[src/rtl/tick_timer_pkg.sv]
// Shared types for the tick-driven timeout timer: state encoding and default count width.
package tick_timer_pkg;

  localparam int CNT_W_DEF = 16;

  typedef enum logic [1:0] {
    ST_IDLE  = 2'd0,
    ST_RUN   = 2'd1,
    ST_PAUSE = 2'd2,
    ST_DONE  = 2'd3
  } state_e;

endpackage

[src/rtl/tick_edge_detect.sv]
// Synchronises an asynchronous tick square wave into clk and emits a 1-cycle pulse per rising edge.
// A level that is already high when reset releases is treated as history, not as an edge.
module tick_edge_detect #(
  parameter int SYNC_STAGES = 2
) (
  input  logic clk,
  input  logic rst,
  input  logic tick,
  output logic rise
);

  logic [SYNC_STAGES-1:0] sync_q, sync_d;
  logic [SYNC_STAGES:0]   fill_q, fill_d;
  logic                   prev_q, prev_d;
  logic                   rise_q, rise_d;

  // fill_q marks when both the sync output and its history hold real post-reset samples
  always_comb begin
    sync_d = {sync_q[SYNC_STAGES-2:0], tick};
    fill_d = {fill_q[SYNC_STAGES-1:0], 1'b1};
    prev_d = sync_q[SYNC_STAGES-1];
    rise_d = fill_q[SYNC_STAGES] & sync_q[SYNC_STAGES-1] & ~prev_q;
  end

  always_ff @(posedge clk) begin
    if (rst) begin
      sync_q <= '0;
      fill_q <= '0;
      prev_q <= 1'b0;
      rise_q <= 1'b0;
    end else begin
      sync_q <= sync_d;
      fill_q <= fill_d;
      prev_q <= prev_d;
      rise_q <= rise_d;
    end
  end

  assign rise = rise_q;

endmodule

[src/rtl/tick_timeout_timer.sv]
// Countdown timer advanced by rising edges of a slow asynchronous tick.
// Reports busy/done levels, a 1-cycle expiry pulse and the remaining tick count.
module tick_timeout_timer
  import tick_timer_pkg::*;
#(
  parameter int CNT_W       = CNT_W_DEF,
  parameter int SYNC_STAGES = 2
) (
  input  logic             clk,
  input  logic             rst,
  input  logic             tick,
  input  logic             start,
  input  logic [CNT_W-1:0] load,
  input  logic             cancel,
  input  logic             pause,
  output logic             busy,
  output logic             done,
  output logic             expired,
  output logic [CNT_W-1:0] remaining,
  output logic             tick_seen
);

  state_e           state_q, state_d;
  logic [CNT_W-1:0] remaining_q, remaining_d;
  logic             expired_q, expired_d;
  logic             rise;

  tick_edge_detect #(
    .SYNC_STAGES(SYNC_STAGES)
  ) u_edge (
    .clk (clk),
    .rst (rst),
    .tick(tick),
    .rise(rise)
  );

  always_comb begin
    state_d     = state_q;
    remaining_d = remaining_q;
    expired_d   = 1'b0;
    if (cancel) begin
      state_d     = ST_IDLE;
      remaining_d = '0;
    end else if (start) begin
      // A zero load expires immediately rather than entering RUN
      if (load != '0) begin
        state_d     = ST_RUN;
        remaining_d = load;
      end else begin
        state_d     = ST_DONE;
        remaining_d = '0;
        expired_d   = 1'b1;
      end
    end else begin
      unique case (state_q)
        ST_RUN: begin
          if (pause) begin
            state_d = ST_PAUSE;
          end else if (rise && (remaining_q > CNT_W'(1))) begin
            remaining_d = remaining_q - CNT_W'(1);
          end else if (rise && (remaining_q == CNT_W'(1))) begin
            state_d     = ST_DONE;
            remaining_d = '0;
            expired_d   = 1'b1;
          end
        end
        ST_PAUSE: begin
          if (!pause) begin
            state_d = ST_RUN;
          end
        end
        ST_DONE: begin
          remaining_d = '0;
        end
        default: begin
          state_d = ST_IDLE;
        end
      endcase
    end
  end

  always_ff @(posedge clk) begin
    if (rst) begin
      state_q     <= ST_IDLE;
      remaining_q <= '0;
      expired_q   <= 1'b0;
    end else begin
      state_q     <= state_d;
      remaining_q <= remaining_d;
      expired_q   <= expired_d;
    end
  end

  assign busy      = (state_q == ST_RUN) || (state_q == ST_PAUSE);
  assign done      = (state_q == ST_DONE);
  assign expired   = expired_q;
  assign remaining = remaining_q;
  assign tick_seen = rise;

endmodule

[config.mk]
export PLATFORM = sky130hd
export DESIGN_NAME = tick_timeout_timer
export DESIGN_NICKNAME = d
export VERILOG_FILES = /design/src/rtl/tick_timer_pkg.sv /design/src/rtl/tick_edge_detect.sv /design/src/rtl/tick_timeout_timer.sv
export SDC_FILE = /design/constraint.sdc
export NUM_CORES = 1
export LEC_CHECK = 0
export CAP_MARGIN = 20
export CORE_AREA = 2 2 61 63
export DETAILED_ROUTE_END_ITERATION = 8
export DIE_AREA = 0 0 63 65
export MAX_ROUTING_LAYER = met4
export PLACE_DENSITY = 0.76
export SETUP_SLACK_MARGIN = 0.1
export SYNTH_ARGS = -nofsm -noshare
export SYNTH_HDL_FRONTEND = slang
export SYNTH_HIERARCHICAL = 1
export SYNTH_SLANG_ARGS = --single-unit
[constraint.sdc]
create_clock -name clk -period 2.7 [get_ports clk]
set_input_delay 0.54 -clock clk [delete_from_list [all_inputs] [get_ports clk]]
set_output_delay 0.54 -clock clk [all_outputs]
set_load 0.05 [all_outputs]
Yosys cells after proc, flatten, opt, wreduce, memory -nomap -nowiden --
Cells that the tools add are included.
Word-level totals: flip-flop bits (word level) 26, input bits 22, output and inout bits 20, word-level logic and storage cells 51
Operators by class: add/sub/neg operators 1, $lt $le $gt $ge 1, equal/unequal tests 10, multiplexer cells 20, bitwise logic cells 3, reduce and logical (&&, ||, !) cells 8
Operators with widths (count):
- 2-to-1 mux 16 bit | 5
- case mux 16 bit (2 select lines) | 1
- == test 16 x 1 -> 1 bit, second input constant | 1
- greater-than comparator 16 x 1 -> 1 bit, second input constant | 1
- nonzero test 16 bit | 1
- subtractor 16 x 1 -> 16 bit, second input constant | 1
- 2-to-1 mux 2 bit | 6
- != test 4 bit, second input constant | 3
- 2-to-1 mux 1 bit | 7
- != test 3 bit, second input constant | 2
- case mux 2 bit (3 select lines) | 1
- == test 2 bit, second input constant | 2
- AND reduction 4 bit | 1
- AND reduction 3 bit | 1
- nonzero test 3 bit | 1
- bitwise AND 1 bit | 2
- == test 2 x 1 -> 1 bit, second input constant | 1
- logical AND 1 bit | 2
- != test 2 bit, second input constant | 1
- OR reduction 2 bit | 1
- logical OR 1 bit | 1
- inverter 1 bit | 1

Depth between registers and ports, before layout --
Gate-level depths: netlist of the first run.
depth after elaboration 7, gate-level depth with buffers 8, depth with buffers taken out 7

Cells and area by module --
Netlist of the first run, hierarchy kept.
By module, submodules not included:
- tick_timeout_timer | instances 1, cells an instance 175, area each 1365.1 um^2, seq. area each 380.4 um^2
- tick_edge_detect | instances 1, cells an instance 14, area each 200.2 um^2, seq. area each 140.1 um^2

Worst setup path after synthesis of the first run --
OpenSTA, ideal clock, no wires.
path type flip-flop to flip-flop, from register remaining_q[0], in the netlist remaining[0], to register remaining_q[8], in the netlist remaining[8], setup time 117 ps, data arrival time 2140 ps, required time 2583 ps, slack 442 ps, stages on the path, launching flop included 8, path buffers 1, clock period less this slack 2258 ps, path through dfxtp_1 > inv_1 > ha_1 > nor3b_1 > a31oi_2 > clkbuf_1 > o21ai_0 > a32o_1
Between the ends: word-level cells in the longest chain between the ends 6, elaborated cells on any way between the ends 11, classes of those cells add/sub (1); order compare (1); eq/ne (2); mux (4); reduce/logical (3)
Ends and longest elaborated chain:
- start, declared | line tick_timeout_timer.sv:24 | logic [CNT_W-1:0] remaining_q, remaining_d;
- start signal, assigned | line tick_timeout_timer.sv:89 | remaining_q <= remaining_d;
- greater-than comparator 16 x 1 -> 1 bit | line tick_timeout_timer.sv:59 | end else if (rise && (remaining_q > CNT_W'(1))) begin
- logical AND 1 bit | line tick_timeout_timer.sv:59
- 2-to-1 mux 16 bit | line tick_timeout_timer.sv:59
- 2-to-1 mux 16 bit | line tick_timeout_timer.sv:57 | if (pause) begin
- case mux 16 bit (2 select lines) | line tick_timeout_timer.sv:55 | unique case (state_q)
- 2-to-1 mux 16 bit | line tick_timeout_timer.sv:44 | end else if (start) begin
Several ways; a longest one is shown, not always the timed one. The select of a mux whose other input is x is not followed. A chain may end at the register's enable or synchronous reset.

Worst setup path after layout of the first run --
from register state_q[0], to output port busy
Between the ends: word-level cells in the longest chain between the ends 2, elaborated cells on any way between the ends 3, classes of those cells eq/ne (2); reduce/logical (1)
Ends and longest elaborated chain:
- start, declared | line tick_timeout_timer.sv:23 | state_e state_q, state_d;
- start signal, assigned | line tick_timeout_timer.sv:88 | state_q <= state_d;
- == test 2 x 1 -> 1 bit / == test 2 bit (equally long branches) | line tick_timeout_timer.sv:94 | assign busy = (state_q == ST_RUN) || (state_q == ST_PAUSE);
- logical OR 1 bit * | line tick_timeout_timer.sv:94
- end, declared | line tick_timeout_timer.sv:16 | output logic busy,
Every way passes the cells marked *; elsewhere a longest branch is shown, timed or not.

==> results.tsv, run 1 <==
stage	metric	value	unit
routing	DR vias	1649	
clock_network	CTS clk-pin slew, worst paths	0.15	ns
place	PortBufs	41	
routing	WL/cell	15.70	microns
setup_path	CP Data Arrival Time	1.95	ns
routing	DR vias/cell	5.953	
sta	Worst-Margin Slew	0.6192	ns
setup_path	critical path's slowest cell	clkdlybuf4s50_1	
synth	sequential share of the synthesized area	33.25	%
setup_path	Worst Setup Start Kind	register	
synth	asr flop ratio synth	0	%
place	Post-DP Area	2036	sq um
floorplanning	starting density of the core	44.77	%
setup_path	Crit Path Max Fanout	4	
synth	dominant cells by area after synthesis	dfxtp_1, a32o_1, o21ai_0	
floorplanning	# IOs	42	
cells_and_area	area growth from synthesis to layout	33.41	%
power_and_ir_drop	sequential cell fraction of total power	45.5	%
routing	Routed Antenna Nets	0	
routing	TritonRoute pass-1 iters	4	
power_and_ir_drop	Pleak	0.0008107	uW
power_and_ir_drop	Logic pwr share	23.5	%
run	Max Cap Violations	0	
power_and_ir_drop	Clock power frac	31.0	%
floorplanning	# rows	22	
setup_path	Worst Path Class, Setup	register to output pin	
synth	count of flip-flops with a built-in enable after synthesis	0	
floorplanning	die height	65	microns
global_routing	first-pass GRT wire length	7.714	mm
clock_network	H-tree Lvls	1	
clock_network	CTS root buf	clkbuf_4	
setup_path	largest stage delay on the critical path	0.79	ns
global_routing	grt met1 use	30.79	%
synth	ys flop type	dfxtp_1	
setup_path	cells along the critical path	inv_1, ha_1, inv_1, clkdlybuf4s50_1	
clock_network	TritonCTS buffer count	3	
synth	most numerous cell in the Yosys netlist	dfxtp_1	
clock_network	Setup Fix Bufs, Post-CTS	0	
power_and_ir_drop	Net Switching	253.2	uW
setup_path	Critical Path RT	2.16	ns
global_routing	met2 Usage GRT	38.83	%
clock_network	CTS max path bufs	2	
setup_path	CP Buf/Inv Count	3	
sta	Fin. Hold Viols	0	
cells_and_area	antenna cells	0	
synth	Synth Register Bits	26	
place	HPWL Detailed	3.126	mm
routing	Post-Route WL	4.348	mm
place	GPL Wtd Cong	0.9459	
outcome	status	complete, no violations	
clock_network	# clock sinks	26	
cells_and_area	design area	2088	sq um
global_routing	initial antenna violation count	0	
sta	fin crit period	2.486	ns
sta	final setup violation count	0	
power_and_ir_drop	VDD IR max	0.3170	mV
floorplanning	die width	63	microns
clock_network	CTS resizes	0	
sta	fmax	0.4023	GHz
synth	Synth Instances	189	
routing	drt first-iter violations	121	
sta	unrepaired setup endpoints after global routing	no	
clock_network	CTS tree	done	
sta	setup TNS	0	ns
global_routing	number of global-route vias before repair	1602	
routing	drt drc	0	
sta	Clock Skews	0.004512	ns
clock_network	clock latency on the worst-skew pair	0.33	ns
synth	Post-synth top cells	dfxtp_1, o21ai_0, nand2_1	
global_routing	total gr overflow	0	
synth	Mapped Area	1565	sq um
synth	area leader, netlist	dfxtp_1	
synth	number of distinct library cells after synthesis	46	
cells_and_area	Layout Utilization	59.74	%
clock_network	CTS Hold Bufs	0	
synth	Ys Warns	6	
power_and_ir_drop	switching share of power	28.47	%
global_routing	All-Layer GR Usage	24.27	%
cells_and_area	layout cell share with drive strength beyond 1	10.48	%
floorplanning	DIE AREA	4095	sq um
floorplanning	Core ar.	3496	sq um
sta	Final Cycle Share	92.06	%
synth	Avg Synthesized Cell Area	8.282	sq um
min_path	Hold Crit Class	register to register	
global_routing	GRT busiest layer	met2	
setup_path	family with the most delay on the worst path	buffers and inverters	
synth	Synth top area share	33.25	%
global_routing	GRT met3 Usage	3.299	%
cells_and_area	fin nets	257	
power_and_ir_drop	P_int	636.3	uW
sta	max-slew violation count	0	
sta	Worst Hold Slack	0.4701	ns
setup_path	Worst setup EP type	output pin	
sta	Slew HR	58.72	%
global_routing	pin count of the biggest net entering global routing	28	
power_and_ir_drop	P per Cell Area	425.9	nW/um^2
setup_path	most frequent CP cell	inv_1	
synth	syn_nets	216	
[registers in the layout, indices dropped and copies added (netlist names)]
register	count
remaining	16
u_edge/fill_q	3
state_q	2
u_edge/sync_q	2
expired	1
u_edge/prev_q	1
u_edge/rise	1
[logic make-up after synthesis]
logic type	share of synthesized area [%]
adder cells (fa/ha/maj)	3.997
buffers and inverters	4.796
AO/OA/AOI/OAI	28.94
flip-flops	33.25
AND/OR/NAND/NOR	29.02
[metrics by stage]
stage          cells  setup slack, ns  power, uW
2_1_floorplan    189           0.4422      538.0
3_3_place_gp     273           0.2501      617.5
3_5_place_dp     273           0.2082      618.8
4_1_cts          277           0.1959      892.3
5_1_grt          277           0.1067      941.0
6_report         277           0.2144      889.5
[final cells by class]
cell class / instances / area, sq um
tap: 48 / 60.06
clock buffer: 3 / 22.52
timing repair buffer: 47 / 455.4
sequential: 26 / 520.5
multi-input combinational: 144 / 969.7
clock inverter: 1 / 30.03
fill: 340 / 1408
inverter: 8 / 30.03
[worst reg2reg max path, stage by stage (launching register included)]
cell and delay, ns:
dfxtp_1 0.42, or4_4 0.62, nor2_1 0.20, a21o_1 0.55, o21ai_0 0.21, a32o_1 0.29
[cells in the final DEF, fill, tap and decap left out, types with 5 or more instances in the layout]
master and instances:
nor3_1 9, nor4_1 8, clkdlybuf4s50_1 41, and2b_2 5
nand2_1 17, dfxtp_1 26, and2_1 5, o31ai_1 6
ha_1 5, o21ai_0 19, a32o_1 12, inv_1 8
nor2_1 12, buf_4 6
[layer usage]
layer	vias to the layer above	share of wire, %
met5	-	0
met4	0	1.4
met3	7	5.4
met2	63	47
met1	775	46
li1	804	-
[worst paths after layout]
check	slack (ns)	startpoint	depth (start not counted)	endpoint
hold reg to reg	0.47	u_edge/fill_q[0]$_DFF_P_	1	u_edge/fill_q[1]$_SDFF_PP0_
hold / removal	0.47	u_edge/fill_q[0]$_DFF_P_	1	u_edge/fill_q[1]$_SDFF_PP0_
setup reg to reg	0.34	remaining[8]$_SDFFE_PP0P_	5	remaining[12]$_SDFFE_PP0P_
setup / recovery	0.21	state_q[0]$_SDFFE_PP0P_	4	busy
[power by group through the flow]
stage | logic [uW] | registers [uW] | clock network, uW
final | 209 | 404 | 276
after global routing | 229 | 407 | 306
after CTS | 207 | 404 | 280
after detailed placement | 206 | 413 | 0
after global placement | 205 | 412 | 0
after floorplan | 107 | 430 | 0
No activity file was read; power rests on OpenSTA's default activity.
==> run 2, diff against run 1 <==
--- a/config.mk
+++ b/config.mk
@@ -5,12 +5,14 @@
 export SDC_FILE = /design/constraint.sdc
 export NUM_CORES = 1
 export LEC_CHECK = 0
+export ABC_AREA = 1
 export CAP_MARGIN = 20
-export CORE_AREA = 2 2 61 63
+export CORE_AREA = 2 2 64 66
 export DETAILED_ROUTE_END_ITERATION = 8
-export DIE_AREA = 0 0 63 65
+export DIE_AREA = 0 0 66 68
+export GPL_ROUTABILITY_DRIVEN = 0
 export MAX_ROUTING_LAYER = met4
-export PLACE_DENSITY = 0.76
+export PLACE_DENSITY = 0.78
 export SETUP_SLACK_MARGIN = 0.1
 export SYNTH_ARGS = -nofsm -noshare
 export SYNTH_HDL_FRONTEND = slang
==> run 2 against run 1 <==
Compared with the run above: via count up 11%; setup slack better by 0.082 ns; clock skew down 0.0029 ns; die area up 9.6%.
==> results.tsv, run 2 <==
stage	metric	value	unit	change
outcome	status	complete, no violations		
global_routing	met2 Usage GRT	36.24	%	-2.6 points
global_routing	pin count of the biggest net entering global routing	28		unchanged
setup_path	Critical Path Stages	4		unchanged
synth	count of flip-flops with a built-in enable after synthesis	0		unchanged
synth	Synth Instances	295		+56%
setup_path	FF-to-FF path depth	11		+6
setup_path	Reg2Reg Launch Point	remaining[0]$_SDFFE_PP0P_		
clock_network	CTS root buf	clkbuf_8		
synth	number of distinct library cells after synthesis	26		-43%
sta	fmax	0.4160	GHz	+3.4%
global_routing	All-Layer GR Usage	22.18	%	-2.1 points
power_and_ir_drop	VDD IR max	0.2690	mV	-15%
floorplanning	DIE AREA	4488	sq um	+9.6%
clock_network	CTS Hold Bufs	0		unchanged
sta	fin crit period	2.404	ns	-0.08171 ns
global_routing	grt met1 use	28.83	%	-2.0 points
setup_path	most frequent CP cell	inv_1		
synth	Synth Area in Compound Gates	2.365	%	-27 points
sta	Worst-Margin Slew	0.7060	ns	+0.08680 ns
synth	asr flop ratio synth	0	%	unchanged
setup_path	Critical Path RT	2.16	ns	about the same
setup_path	worst setup path start	state_q[0]$_SDFFE_PP0P_		
floorplanning	Core ar.	3856	sq um	+10%
synth	syn_nets	322		+49%
clock_network	Setup Fix Bufs, Post-CTS	0		unchanged
synth	area leader, netlist	dfxtp_1		
synth	Synth Register Bits	26		unchanged
synth	dominant cells by area after synthesis	dfxtp_1, nand2_1, nor2_1		
global_routing	first-pass GRT wire length	7.590	mm	-1.6%
floorplanning	die height	68	microns	+4.6%
place	PortBufs	41		unchanged
routing	Routed Antenna Nets	0		unchanged
setup_path	critical path's slowest cell	clkdlybuf4s50_1		
cells_and_area	max reg flops	16		unchanged
clock_network	CTS tree	done		
synth	Mapped Area	1852	sq um	+18%
floorplanning	# rows	23		+4.5%
sta	Fin. Hold Viols	0		unchanged
clock_network	TritonCTS buffer count	3		unchanged
cells_and_area	layout cell share with drive strength beyond 1	13.95	%	+3.5 points
min_path	Hold Path Origin	u_edge/sync_q[0]$_SDFF_PP0_		
synth	ys flop type	dfxtp_1		
sta	unrepaired setup endpoints after global routing	no		
global_routing	GRT busiest layer	met2		
routing	WL/cell	11.16	microns	-29%
setup_path	largest stage delay on the critical path	0.79	ns	about the same
cells_and_area	most common cell after layout, fill and taps aside	nand2_1		
sta	Slew HR	52.76	%	-6.0 points
synth	Avg Synthesized Cell Area	6.277	sq um	-24%
setup_path	family with the most delay on the worst path	buffers and inverters		
routing	TritonRoute pass-1 iters	4		unchanged
run	Max Cap Violations	0		unchanged
setup_path	Worst setup EP type	output pin		
setup_path	Worst Path Class, Setup	register to output pin		
cells_and_area	fill count	398		+17%
setup_path	CP Buf/Inv Count	3		unchanged
routing	Post-Route WL	4.319	mm	-0.67%
sta	max-slew violation count	0		unchanged
place	HPWL Detailed	3.254	mm	+4.1%
synth	post-synthesis xor/xnor area fraction	4.730	%	+4.7 points
synth	most numerous cell in the Yosys netlist	nand2_1		
floorplanning	# IOs	42		unchanged
synth	Simple-Gate Fraction of Synth Area	51.01	%	+22 points
setup_path	Crit Path Max Fanout	3		-1
cells_and_area	most frequent cells in the layout	nand2_1, nor2_1, clkdlybuf4s50_1		
synth	post-synthesis mux area share	0	%	unchanged
synth	largest family of logic cells by synthesized area	simple AND/OR/NAND/NOR gates		
routing	DR vias	1825		+11%
setup_path	cells along the critical path	inv_1, ha_1, inv_1, clkdlybuf4s50_1		
cells_and_area	fin nets	365		+42%
setup_path	CP Data Arrival Time	1.86	ns	-0.09 ns
clock_network	CTS clk-pin slew, worst paths	0.09	ns	-0.06 ns
floorplanning	starting density of the core	48.02	%	+3.2 points
global_routing	GRT met3 Usage	2.796	%	-0.50 points
synth	Ys Warns	6		unchanged
cells_and_area	antenna cells	0		unchanged
routing	drt first-iter violations	80		-34%
sta	final setup violation count	0		unchanged
global_routing	total gr overflow	0		unchanged
power_and_ir_drop	P per Cell Area	433.9	nW/um^2	+1.9%
clock_network	CTS resizes	0		unchanged
sta	Clock Skews	0.001563	ns	-0.002949 ns
floorplanning	die width	66	microns	+4.8%
global_routing	number of global-route vias before repair	1743		+8.8%
routing	DR vias/cell	4.716		-21%
synth	Post-synth top cells	nand2_1, nor2_1, inv_1		
setup_path	Worst Setup Start Kind	register		
synth	adder-cell area share of the yosys netlist	3.378	%	-0.62 points
cells_and_area	area growth from synthesis to layout	26.62	%	
min_path	Hold Crit Class	register to register		
synth	Synth top area share	28.11	%	-5.1 points
power_and_ir_drop	Pleak	0.001123	uW	+39%
min_path	hold path cells	2		+1
sta	Worst Hold Slack	0.4097	ns	-0.06041 ns
clock_network	# clock sinks	26		unchanged
synth	sequential share of the synthesized area	28.11	%	-5.1 points
sta	Final Cycle Share	89.03	%	-3.0 points
clock_network	H-tree Lvls	1		unchanged
global_routing	initial antenna violation count	0		unchanged
clock_network	CTS max path bufs	2		unchanged
sta	setup TNS	0	ns	unchanged
clock_network	clock latency on the worst-skew pair	0.28	ns	-0.05 ns
routing	drt drc	0		unchanged
run 2: cell types whose count changed after synthesis, sizes merged, moves of 5 or more:
cell	change
nor3	-10
nor4	-6
nor2	+66
and2	-5
nand2	+83
a32o	-12
o31ai	-6
and2b	-5
xor2	+10
o21ai	-19
nand3	+22
inv	+26
run 2: logic make-up after synthesis:
group,after synthesis
xor gates and xnor gates,10
and+or+nand+nor,206
DFF,26
adders and majority gates,5
buffers and inverters,41
AOI/OAI and AO/OA,7
run 2: where the power goes:
group	internal, uW	switching (uW)	leakage, uW
Sequential	400	19.8	0.000213
Combinational	132	205	0.000882
Clock	131	130	0.0000288
Total	662	355	0.00112
run 2: worst register-to-register path, stage by stage (launching register included):
cell and delay, ns:
dfxtp_1 0.38, inv_1 0.11, ha_1 0.25, nand2_2 0.12, nor2_2 0.07, nand2_1 0.08, inv_1 0.04, nor2_1 0.55
nand2_1 0.32, nor2_1 0.17, nor2_1 0.06, nor2_1 0.10
run 2: final timing paths:
check	slack (ns)	endpoint
setup / recovery	0.30	busy
hold / removal	0.41	u_edge/sync_q[1]$_SDFF_PP0_
setup reg to reg	0.39	remaining[1]$_SDFFE_PP0P_
hold reg to reg	0.41	u_edge/sync_q[1]$_SDFF_PP0_
run 2: cell type report:
cell class	instances	area, sq um	share of cell area [%]
Clock buffer	4	55.05	2.348
Inverter	34	127.6	5.443
Multi-Input combinational cell	228	1139	48.56
Sequential cell	26	520.5	22.20
Tap cell	50	62.56	2.668
Timing Repair Buffer	45	440.4	18.78
run 2: through the flow:
stage,cell area [sq um],util (%),setup slack (ns),power (uW),std cells
4_1_cts,2345,60.80,0.2899,1024,387
6_report,2345,60.80,0.2961,1017,387
3_5_place_dp,2290,59.38,0.4321,764.4,383
3_3_place_gp,2290,59.38,0.5939,761.3,383
2_1_floorplan,1852,-,0.6169,674.7,295
5_1_grt,2345,60.80,0.1372,1084,387
run 2: per-layer routing:
metal	wire length, microns	vias to the layer above
met5	0	-
met4	58	0
met3	212	5
met2	1959	47
met1	2088	791
li1	-	982
==> RTL edit, RTL diff (config.mk and constraints of run 2) <==
Re-encode `state_e` (4 states) as one-hot, 4 bits wide.
--- a/src/rtl/tick_timer_pkg.sv
+++ b/src/rtl/tick_timer_pkg.sv
@@ -3,11 +3,11 @@
 
   localparam int CNT_W_DEF = 16;
 
-  typedef enum logic [1:0] {
-    ST_IDLE  = 2'd0,
-    ST_RUN   = 2'd1,
-    ST_PAUSE = 2'd2,
-    ST_DONE  = 2'd3
+  typedef enum logic [3:0] {
+    ST_IDLE  = 4'b0001,
+    ST_RUN   = 4'b0010,
+    ST_PAUSE = 4'b0100,
+    ST_DONE  = 4'b1000
   } state_e;
 
 endpackage
Check against the original RTL: same outputs for any inputs over 10 cycles, from zero or initial values and one cycle with rst high; not proved beyond that.
==> RTL edit against run 2 <==
Area after synthesis up 1.1%. Register-to-register slack better by 320 ps. Via count grew 5.7%. Total power up 4.8%. Die area unchanged. Design area grew 1.8%. Wire length increased by 0.42%. Setup slack gained 53 ps. Sequential cell count grew 2. Worst hold slack improved by 2.0 ps. Combinational power fell by 15%. Highest routed layer unchanged.
==> RTL edit: results (changes against run 2) <==
Parameter                              Value

Power
  Peak VDD IR    217.3 uV (-19%)
  Switching power total    327.6 uW (-7.7%)
  Clock group power    337 uW (+29%)
  Static Leak    1.155 nW (+2.8%)
  Power of the sequential group    443 uW (+5.5%)

Setup path
  Critical path origin    state_q[0]
  Capturing point of the worst reg2reg path    remaining[13]
  WP data arrival    1810 ps (-50 ps)
  Worst reg-to-reg setup slack    710 ps (+320 ps)
  R2r startpoint    remaining[0]
  Standard cell with the maximum stage delay on the critical path    sky130_fd_sc_hd__clkdlybuf4s50_1
  Worst R2R Path Depth    12 (+1)
  Largest fanout on the critical path    4 (+1)
  Worst stage delay on the critical path    810 ps (+20 ps)

Timing
  Clock Skew    4.535 ps (+2.972 ps)
  Share of the clock period used by the worst path    0.8708 (-0.01958)
  Slew margin rel.    0.6535 (+0.1259)
  Final Hold Slack    411.7 ps (+1.974 ps)

Yosys
  Share of the yosys chip area belonging to registers    0.2995 (+0.01838)
  Leading post-synthesis cells by cell area    sky130_fd_sc_hd__dfxtp_1, sky130_fd_sc_hd__nand2_1, sky130_fd_sc_hd__nor2_1
  Adder-Cell Fraction of Synth Area    0.01337 (-0.02041)
  Post-synth top flop    sky130_fd_sc_hd__dfxtp_1
  Post-synthesis xor/xnor area fraction    0.03743 (-0.009864)
  Cell types with the highest counts after synthesis    sky130_fd_sc_hd__nand2_1, sky130_fd_sc_hd__nor2_1, sky130_fd_sc_hd__inv_1
  Number of nets in the synthesized netlist    341 (+5.9%)
  Number of distinct library cells after synthesis    23 (-12%)
  Mux cell area share after synthesis    0 (unchanged)
  Share of flip-flops with an asynchronous set or reset    0 (unchanged)
  Compound-cell area share of the yosys netlist    0.01604 (-0.007606)

Finish
  Number of diodes added for antenna fixing    0 (unchanged)
  Post-layout net count    383 (+4.9%)
  Share of final-layout standard cells stronger than drive strength 1    0.09777 (-0.04170)

Global routing
  Vias in the first global route    1682 (-3.5%)
  Total track usage    0.2122 (-0.009544)
  Wire length of the first global-routing pass    7189 um (-5.3%)
  Maximum number of pins on one net before global-route repair    30 (+7.1%)

Place
  Half-perimeter wire length after detailed placement    3336 um (+2.5%)
  Setup slack after placement    456.8 ps (+24.66 ps)
  Dpl cell area    2316 um2 (+1.1%)
  Port Buffer Count    41 (unchanged)

Outcome
  Run status    finished, final reports clean

Drt
  DRC marker count from the first detailed-route iteration    109 (+36%)
  Vias    1929 (+5.7%)
  DRC violation count after routing    0 (unchanged)
  Routed length per instance    10.63 um (-4.8%)

CTS
  Setup fix buffers added after clock tree synthesis    0 (unchanged)

Min path
  Source of the worst hold timing path    u_edge/sync_q[0]
-- RTL edit: per-layer routing --
layer / vias up / track usage / part of all wire
met5: - / - / 0
met4: 0 / 0.08418 / 0.022
met3: 7 / 0.02467 / 0.030
met2: 34 / 0.3662 / 0.49
met1: 852 / 0.2545 / 0.46
li1: 1036 / - / -
-- RTL edit: layout make-up --
cell class | count | area [um2]
sequential | 28 | 560.5
timing repair buffer | 46 | 447.9
multi-input combinational | 246 | 1117
clock inverter | 1 | 30.03
tap | 50 | 62.56
fill | 383 | 1469
clock buffer | 3 | 41.29
inverter | 34 | 127.6
-- RTL edit: cell families after synthesis --
logic type / count (synthesis)
xor gates and xnor gates: 8
DFF: 28
AOI/OAI and AO/OA: 6
buffers and inverters: 43
and+or+nand+nor: 230
adders and majority gates: 2
-- RTL edit: per-stage QoR --
stage               power [mW]  instances
floorplan               0.6542        317
global placement        0.7336        404
detailed placement      0.7372        404
CTS                      1.075        408
global route             1.128        408
finish                   1.066        408
